$ cat src/rtl/shift_arbiter_if.sv
// Handshake bundle between two shift requesters, the consumer and shift_arbiter.
// Latency: none, wiring only.
// Backpressure: req*_ready gates each requester, rsp_ready stalls the response.
interface shift_arbiter_if #(
    parameter int N = 32
);
    localparam int SW = $clog2(N);

    logic          req0_valid;
    logic          req0_ready;
    logic [N-1:0]  req0_in;
    logic [SW-1:0] req0_shamt;
    logic [1:0]    req0_op;

    logic          req1_valid;
    logic          req1_ready;
    logic [N-1:0]  req1_in;
    logic [SW-1:0] req1_shamt;
    logic [1:0]    req1_op;

    logic          rsp_valid;
    logic          rsp_ready;
    logic [N-1:0]  rsp_data;
    logic          rsp_id;

    // Requesters and the result consumer.
    modport master (
        output req0_valid, req0_in, req0_shamt, req0_op,
        input  req0_ready,
        output req1_valid, req1_in, req1_shamt, req1_op,
        input  req1_ready,
        input  rsp_valid, rsp_data, rsp_id,
        output rsp_ready
    );

    // The arbiter.
    modport slave (
        input  req0_valid, req0_in, req0_shamt, req0_op,
        output req0_ready,
        input  req1_valid, req1_in, req1_shamt, req1_op,
        output req1_ready,
        output rsp_valid, rsp_data, rsp_id,
        input  rsp_ready
    );
endinterface

$ cat src/rtl/shift_arbiter.sv
// Round-robin front-end for one shared 32-bit left shifter (right shifts via SHIFT_ARBITER_RIGHT_EN).
// Latency: handshake at edge t, registered result with rsp_valid seen at edge t+2; one job per 3 cycles.
// Backpressure: DONE holds outputs while rsp_ready=0; no requester is ready outside IDLE.
module shift_arbiter #(
    parameter int N = 32
) (
    input  logic           clk,
    input  logic           rst,
    shift_arbiter_if.slave bus,
    output logic           busy
);
    localparam int SW = $clog2(N);

    typedef enum logic [1:0] {IDLE, SHIFT, DONE} state_t;

    typedef struct packed {
        logic [N-1:0]  data;
        logic [SW-1:0] shamt;
        logic          id;
    } job_t;

    state_t       state;
    state_t       state_nxt;
    logic         last_grant;
    logic         gnt0;
    logic         gnt1;
    job_t         job0;
    job_t         job1;
    job_t         opr;
    logic [N-1:0] sh_res;

    assign job0 = '{data: bus.req0_in, shamt: bus.req0_shamt, id: 1'b0};
    assign job1 = '{data: bus.req1_in, shamt: bus.req1_shamt, id: 1'b1};

    // Pick a requester: a lone valid wins, a tie goes to whoever did not win last time.
    always_comb begin
        gnt0 = bus.req0_valid && (!bus.req1_valid || last_grant);
        gnt1 = bus.req1_valid && (!bus.req0_valid || !last_grant);
    end

    // Next state plus handshake/status outputs; ready only ever leaves IDLE.
    always_comb begin
        state_nxt      = state;
        bus.req0_ready = 1'b0;
        bus.req1_ready = 1'b0;
        bus.rsp_valid  = 1'b0;
        busy           = 1'b1;
        case (state)
            IDLE: begin
                busy           = 1'b0;
                bus.req0_ready = gnt0;
                bus.req1_ready = gnt1;
                if (gnt0 || gnt1) state_nxt = SHIFT;
            end
            SHIFT: state_nxt = DONE;
            DONE: begin
                bus.rsp_valid = 1'b1;
                if (bus.rsp_ready) state_nxt = IDLE;
            end
            default: state_nxt = IDLE;
        endcase
    end

    // State register.
    always_ff @(posedge clk) begin
        if (rst) state <= IDLE;
        else     state <= state_nxt;
    end

`ifdef SHIFT_ARBITER_RIGHT_EN
    logic [1:0] opr_op;

    function automatic logic [N-1:0] bit_rev(input logic [N-1:0] v);
        logic [N-1:0] r;
        for (int i = 0; i < N; i++) r[i] = v[N-1-i];
        return r;
    endfunction

    // Right shifts run through the left shifter on bit-reversed data; SRA ORs the sign into the vacated bits.
    always_comb begin
        logic         is_right;
        logic [N-1:0] sh_in;
        logic [N-1:0] sh_raw;
        logic [N-1:0] fill;
        is_right = (opr_op == 2'b01) || (opr_op == 2'b10);
        sh_in    = is_right ? bit_rev(opr.data) : opr.data;
        sh_raw   = sh_in << opr.shamt;
        fill     = ((opr_op == 2'b10) && opr.data[N-1]) ? ~({N{1'b1}} << opr.shamt) : '0;
        sh_res   = is_right ? bit_rev(sh_raw | fill) : sh_raw;
    end
`else
    // Op code is ignored in this build; keep it visibly consumed.
    logic unused_op;
    assign unused_op = ^{bus.req0_op, bus.req1_op};

    // Every job is a plain logical left shift.
    always_comb begin
        sh_res = opr.data << opr.shamt;
    end
`endif

    // Capture the winner's operands on the handshake and remember who won.
    always_ff @(posedge clk) begin
        if (rst) begin
            opr        <= '0;
            last_grant <= 1'b1;
`ifdef SHIFT_ARBITER_RIGHT_EN
            opr_op     <= 2'b00;
`endif
        end else if (state == IDLE && (gnt0 || gnt1)) begin
            opr        <= gnt0 ? job0 : job1;
            last_grant <= gnt1;
`ifdef SHIFT_ARBITER_RIGHT_EN
            opr_op     <= gnt0 ? bus.req0_op : bus.req1_op;
`endif
        end
    end

    // Register the shifter output and its owner; held untouched through DONE.
    always_ff @(posedge clk) begin
        if (rst) begin
            bus.rsp_data <= '0;
            bus.rsp_id   <= 1'b0;
        end else if (state == SHIFT) begin
            bus.rsp_data <= sh_res;
            bus.rsp_id   <= opr.id;
        end
    end
endmodule

$ cat src/flat_wrapper.sv
// flat-port wrapper written by rule: the top's interface ports become plain ports
module shift_arbiter_flat 
#(
    parameter int N = 32
)
  (clk, rst, busy, bus_req0_valid, bus_req0_in, bus_req0_shamt, bus_req0_op, bus_req0_ready, bus_req1_valid, bus_req1_in, bus_req1_shamt, bus_req1_op, bus_req1_ready, bus_rsp_valid, bus_rsp_data, bus_rsp_id, bus_rsp_ready);
  shift_arbiter_if #(.N(N)) bus_i ();
  input  logic clk;
  input  logic rst;
  output logic busy;
  input wire logic [$bits(bus_i.req0_valid)-1:0] bus_req0_valid;
  input wire logic [$bits(bus_i.req0_in)-1:0] bus_req0_in;
  input wire logic [$bits(bus_i.req0_shamt)-1:0] bus_req0_shamt;
  input wire logic [$bits(bus_i.req0_op)-1:0] bus_req0_op;
  output wire logic [$bits(bus_i.req0_ready)-1:0] bus_req0_ready;
  input wire logic [$bits(bus_i.req1_valid)-1:0] bus_req1_valid;
  input wire logic [$bits(bus_i.req1_in)-1:0] bus_req1_in;
  input wire logic [$bits(bus_i.req1_shamt)-1:0] bus_req1_shamt;
  input wire logic [$bits(bus_i.req1_op)-1:0] bus_req1_op;
  output wire logic [$bits(bus_i.req1_ready)-1:0] bus_req1_ready;
  output wire logic [$bits(bus_i.rsp_valid)-1:0] bus_rsp_valid;
  output wire logic [$bits(bus_i.rsp_data)-1:0] bus_rsp_data;
  output wire logic [$bits(bus_i.rsp_id)-1:0] bus_rsp_id;
  input wire logic [$bits(bus_i.rsp_ready)-1:0] bus_rsp_ready;
  assign bus_i.req0_valid = bus_req0_valid;
  assign bus_i.req0_in = bus_req0_in;
  assign bus_i.req0_shamt = bus_req0_shamt;
  assign bus_i.req0_op = bus_req0_op;
  assign bus_req0_ready = bus_i.req0_ready;
  assign bus_i.req1_valid = bus_req1_valid;
  assign bus_i.req1_in = bus_req1_in;
  assign bus_i.req1_shamt = bus_req1_shamt;
  assign bus_i.req1_op = bus_req1_op;
  assign bus_req1_ready = bus_i.req1_ready;
  assign bus_rsp_valid = bus_i.rsp_valid;
  assign bus_rsp_data = bus_i.rsp_data;
  assign bus_rsp_id = bus_i.rsp_id;
  assign bus_i.rsp_ready = bus_rsp_ready;
  shift_arbiter #(.N(N)) u_core (.clk(clk), .rst(rst), .bus(bus_i), .busy(busy));
endmodule
$ cat config.mk
export PLATFORM = sky130hd
export DESIGN_NAME = shift_arbiter_flat
export DESIGN_NICKNAME = d
export VERILOG_FILES = /design/src/rtl/shift_arbiter_if.sv /design/src/rtl/shift_arbiter.sv /design/src/flat_wrapper.sv
export SDC_FILE = /design/constraint.sdc
export NUM_CORES = 1
export LEC_CHECK = 0
export CAP_MARGIN = 40
export CORE_ASPECT_RATIO = 1.1
export CORE_MARGIN = 5
export CORE_UTILIZATION = 30
export DETAILED_ROUTE_END_ITERATION = 7
export GPL_ROUTABILITY_DRIVEN = 0
export PLACE_DENSITY = 0.59
export SYNTH_ARGS = -nofsm -noshare
export SYNTH_HDL_FRONTEND = slang
export SYNTH_SLANG_ARGS = --single-unit
export TNS_END_PERCENT = 30
$ cat constraint.sdc
create_clock -name clk -period 5.6 [get_ports clk]
set_clock_uncertainty 0.2 [all_clocks]
set_input_delay 1.12 -clock clk [delete_from_list [all_inputs] [get_ports clk]]
set_output_delay 1.12 -clock clk [all_outputs]
set_load 0.02 [all_outputs]
==> results of run 1 <==
[layer usage]
layer / wire length [µm] / GRT usage (%) / part of all wire (%) / vias to the layer above
met5: 0 / 0 / 0 / -
met4: 314 / 5.14 / 2.2 / 0
met3: 841 / 3.03 / 6.0 / 20
met2: 6620 / 23.9 / 47 / 166
met1: 6320 / 19.7 / 45 / 2058
li1: - / - / - / 2146
[worst min path at each step]
stage	end	slack, ns	cells after the start	startpoint
6_report	u_core.bus.rsp_id	0.26	2	u_core.bus.rsp_id
5_1_grt	u_core.bus.rsp_id	0.29	2	u_core.bus.rsp_id
4_1_cts	u_core.bus.rsp_id	0.26	2	u_core.bus.rsp_id
3_5_place_dp	u_core.bus.rsp_id	0.25	2	u_core.bus.rsp_id
3_3_place_gp	u_core.bus.rsp_id	0.25	2	u_core.bus.rsp_id
2_1_floorplan	u_core.bus.rsp_id	0.23	2	u_core.opr[0]
[worst max-delay path: stages]
cell	delay, ns
clkdlybuf4s50_1	0.50
inv_1	0.09
a211oi_1	0.28
clkdlybuf4s50_1	0.69
[through the flow]
stage | setup slack (ns) | hold slack [ns]
after global placement | 1.68 | 0.249
after CTS | 1.59 | 0.260
after detailed placement | 1.60 | 0.253
after global routing | 1.57 | 0.285
final | 1.60 | 0.257
after floorplan | 2.31 | 0.232
[final cells by class]
| type | count | area [µm²] | area share, % |
|---|---|---|---|
| timing repair buffer | 125 | 1230 | 19.1 |
| tap | 204 | 255 | 3.95 |
| inverter | 7 | 26.3 | 0.407 |
| multi-input combinational | 392 | 3130 | 48.4 |
| clock buffer | 12 | 267 | 4.12 |
| sequential | 74 | 1480 | 23.0 |
| clock inverter | 4 | 72.6 | 1.12 |
[cell families after synthesis]
group,Yosys count,synth area share [%]
and+or+nand+nor,149,12.9
AOI/OAI and AO/OA,133,19.0
muxes,110,31.5
DFF,74,30.2
buffers and inverters,58,6.43
[cells in the mapped netlist, types with 2 or more instances]
cell	number	area share, %
a211oi_1	39	6.0
mux2_1	6	1.4
nor3_1	6	0.61
a222oi_1	2	0.41
buf_1	5	0.38
dfxtp_1	74	30
o21ai_1	6	0.61
nor2b_1	5	0.64
buf_2	15	1.5
nand2b_1	4	0.51
nor2_1	75	5.7
buf_8	2	0.61
a31oi_1	4	0.51
mux2i_1	61	12
mux2_2	9	2.1
mux4_2	34	16
buf_4	5	0.77
and2_1	4	0.51
a21oi_1	27	2.8
a32oi_1	3	0.54
buf_6	5	1.1
o22ai_1	9	1.1
a22oi_1	29	4.4
o21ai_0	4	0.41
or3_1	2	0.26
clkbuf_1	19	1.5
nand2_1	45	3.4
inv_1	7	0.54
nand3_1	2	0.20
[state kept, by name, summed over array words and instances (netlist names)]
| name | cells |
|---|---|
| u_core.bus.rsp_data | 32 |
| u_core.bus.rsp_id | 1 |
| u_core.last_grant | 1 |
| u_core.opr | 38 |
| u_core.state | 2 |
[report_power, final]
| part | switching, mW | leakage [nW] | internal (mW) |
|---|---|---|---|
| Sequential | 0.0775 | 0.609 | 0.580 |
| Clock | 0.219 | 0.165 | 0.425 |
| Combinational | 0.325 | 1.56 | 0.308 |
==> metrics.txt, run 1 <==
Clock transition at path regs approximately 0.05 ns; final WL between 10000 and 15000 µm; Port-buffer cells about 120; Seq/Total Area, Yosys 30.2%; Setup Viol. Count Final 0; setup tns final 0 ns; Core Area 16200 µm²; WS Path Type in -> out; total congestion overflow 0; most common cell after layout, fill and taps aside clkdlybuf4s50_1; DIE WIDTH roughly 130 µm; #FFs+latches synth 74; r2r setup slk 2.83 ns; Layout area overhead 31.8%; FF-to-FF path depth 6; Peak supply drop between 0.00015 and 0.0002 V; Max FO, Critical Path 3; synthesized area per cell ~9.4 µm²; Synth Warn # 0; Post-Place Cell Area slightly above 6000 µm²; final core utilization between 30% and 40%; Hold WC Path Type reg -> reg; cts repair resizes 0; wire per inst 17.2 µm; vias in the first global route ~4400; ys flop type dfxtp_1; hold_buf cts 0; Data arrival, critical path 2.68 ns; most frequent cells in the layout 114 x clkdlybuf4s50_1, 74 x nor2_1, 72 x dfxtp_1; FMAX around 250 MHz; reg2reg start u_core.opr[2]; CTS tree yes; FP Rows 49; Power, Total just under 2 mW; detailed placement HPWL around 11000 µm; postcts setup bufs 0; reg2reg end u_core.bus.rsp_data[18]; Final #Nets ~690; first-pass GRT wire length between 20000 and 25000 µm; GRT Total Usage ~15%; worst-margin pin slew 0.808 ns; Crit path required time 4.28 ns; vias per inst 5.37; outcome finished clean; Initial Util a little under a third; initial antenna violation count 0; share of cells above drive strength 1 between 10% and 20%; DRT Pass-1 Iters 5; Die Ht ~140 µm; clock period minus final worst setup slack 4.00 ns; Fin. Hold Viols 0; # diodes 0; DR DRC count 0; ANT nets after route 0; ys async rst share 0%; CP endpoint kind output pin; P_leak 2.34 nW; root buf cell clkbuf_16; crit path capture bus_req1_ready; H-tree level count 3; Final period util around 71%; cell area after synthesis between 4000 and 5000 µm²; initial detailed-routing violation count 310; Yosys cell types 45; Synth Net Count between 600 and 700; Clock Path Buffers 2; fin. max-slew vios 0; I/O Pins 120; max-cap viol count 0; power density over the cells approximately 300 nW/µm²; CTS sink cnt 74; Max-slew headroom 45.7%; fill count 1672; largest net degree at the start of global routing 47; fin cells approximately 820; Syn Inst Count between 500 and 600; CP Launch Point bus_req1_valid; Worst-Skew Late Latency 0.34 ns; EDFF count, synth 0; Cells after DPL 802; vias 4390; startpoint types input port; Die ar. approximately 19000 µm²; total CTS buffers 9; unrepaired setup endpoints after global routing false; Finished Cell Area around 6500 µm²
No activity file was read; power rests on OpenSTA's default activity.
==> inputs of run 2 (changes only) <==
Settings changed: PLACE_DENSITY 0.59 to 0.61.
Clock period 5.6 ns to 3.2 ns, I/O delays scaled along.
==> metrics.txt, run 2 (synthesis gave the netlist of run 1 again) <==
Hold EP u_core.bus.rsp_id; worst-margin pin slew 0.777 ns (-0.0310 ns); total CTS buffers 9 (unchanged); startpoint types input port; most frequent cells in the layout 114 x clkdlybuf4s50_1, 74 x nor2_1, 72 x dfxtp_1; share of cells above drive strength 1 13.4% (+0.56 points); Port-buffer cells 115 (unchanged); I/O Pins 120 (unchanged); cts repair resizes 0 (unchanged); DRT Pass-1 Iters 8 (+3); total congestion overflow 0 (unchanged); register area 1480 µm² (unchanged); Die ar. 19000 µm² (unchanged); Worst path most repeated cell clkdlybuf4s50_1; Sw Pwr 1.11 mW (+78%); power density over the cells 522 nW/µm² (+74%); Crit path required time 2.36 ns (-1.92 ns); Worst-Skew Late Latency 0.33 ns (about the same); area of the multi-input gates 3130 µm² (unchanged); fill count 1634 (-2.3%); Power, Total 3.41 mW (+76%); Peak supply drop 0.000266 V (+68%); # diodes 0 (unchanged); Clock transition at path regs 0.06 ns (about the same); Data arrival, critical path 2.15 ns (-0.53 ns); Switching Share 32.5% (+0.37 points); first-pass GRT wire length 22700 µm (-1.4%); initial antenna violation count 0 (unchanged); Initial Util 30.3% (unchanged); CP endpoint kind output pin; DR DRC count 0 (unchanged); H-tree level count 3 (unchanged); CTS tree yes; vias in the first global route 4377 (-0.84%); Core Area 16200 µm² (unchanged); WS Path Type in -> out; CTS sink cnt 74 (unchanged); top flop regs u_core.opr x38, u_core.bus.rsp_data x32, u_core.state x2; detailed placement HPWL 11000 µm (+0.90%); reg2reg end u_core.bus.rsp_data[24]; reg2reg start u_core.opr[1]; GRT Total Usage 14.5% (-0.22 points); Layout area overhead 33.2%; Final #Nets 696 (+0.58%); Worst path slowest cell clkdlybuf4s50_1; ANT nets after route 0 (unchanged); Hold WC Path Type reg -> reg; Die Ht 144 µm (unchanged); root buf cell clkbuf_16; Clock Path Buffers 2 (unchanged); Setup Viol. Count Final 0 (unchanged); vias 4463 (+1.7%); setup tns final 0 ns (unchanged); unrepaired setup endpoints after global routing false; postcts setup bufs 0 (unchanged); Fin. Hold Viols 0 (unchanged); hold path cells 2 (unchanged); hold path start u_core.bus.rsp_id; max incr delay on CP 0.68 ns (about the same); FMAX roughly 330 MHz; FP Rows 49 (unchanged); hold_buf cts 0 (unchanged); max reg flops 38 (unchanged); final WL 14000 µm (-0.33%); fin. max-slew vios 0 (unchanged); most flop-heavy register u_core.opr; clock power share 33.1% (-0.2 points); Max FO, Critical Path 3 (unchanged); most common cell after layout, fill and taps aside clkdlybuf4s50_1; Max-slew headroom 47.8% (+2.1 points); largest net degree at the start of global routing 75 (+60%); clock period minus final worst setup slack 2.99 ns; initial detailed-routing violation count 317 (+2.3%); outcome finished clean; Flop pwr share 34.0% (about the same); FF-to-FF path depth 6 (unchanged); max-cap viol count 0 (unchanged); Gate power share 32.9% (+0.2 points); Internal 2.30 mW (+75%); P_leak 2.37 nW (+1.3%); vias per inst 5.43 (+1.2%); DIE WIDTH 132 µm (unchanged); r2r setup slk 0.73 ns (-2.10 ns); wire per inst 17.1 µm (-0.82%); CP Cell Sequence clkdlybuf4s50_1 > inv_1 > a211oi_1 > clkdlybuf4s50_1; Final period util approximately 94%
-- run 2: cell type report --
| cell class | instances | share of cell area [%] |
|---|---|---|
| multi-input combinational | 392 | 47.9 |
| inverter | 7 | 0.402 |
| timing repair buffer | 129 | 19.9 |
| clock inverter | 5 | 1.30 |
| clock buffer | 11 | 3.87 |
| tap | 204 | 3.91 |
| sequential | 74 | 22.7 |
-- run 2: per-layer routing --
metal	track usage [%]	up-vias	wire [µm]
li1	-	2154	-
met5	0	-	0
met1	19.2	2100	6290
met2	23.4	182	6550
met4	5.90	0	368
met3	2.75	27	834
-- run 2: worst max path at each step --
stage | start | end | slack (ns) | depth (start not counted)
5_1_grt | bus_req1_valid | bus_req1_ready | 0.09 | 4
6_report | bus_req1_valid | bus_req1_ready | 0.21 | 4
2_1_floorplan | bus_req1_valid | bus_req0_ready | 0.87 | 5
4_1_cts | bus_req1_valid | bus_req1_ready | 0.20 | 4
3_5_place_dp | bus_req1_valid | bus_req1_ready | 0.17 | 4
3_3_place_gp | bus_req1_valid | bus_req1_ready | 0.24 | 4
-- run 2: worst max-delay path, delay by kind of cell --
kind                   cells  cell delay (ns)
AOI/OAI and AO/OA          1             0.24
buffers and inverters      3             1.27
-- run 2: power groups by stage --
stage                     sequential, mW  combinational, mW  clock, mW
after floorplan                     1.13              0.781          0
after global placement              1.17               1.09          0
after detailed placement            1.18               1.11          0
after CTS                           1.16               1.12       1.15
after global routing                1.18               1.21       1.18
final                               1.16               1.12       1.13
-- run 2: stage by stage --
step / hold slack [ns] / instance area (µm²) / setup WS (ns) / std cells / utilization (%)
3_3_place_gp: 0.248 / 6190 / 0.243 / 806 / 38.3
6_report: 0.260 / 6530 / 0.208 / 822 / 40.3
3_5_place_dp: 0.254 / 6190 / 0.167 / 806 / 38.3
4_1_cts: 0.262 / 6530 / 0.196 / 822 / 40.3
2_1_floorplan: 0.232 / 4900 / 0.867 / 524 / -
5_1_grt: 0.286 / 6530 / 0.0935 / 822 / 40.3
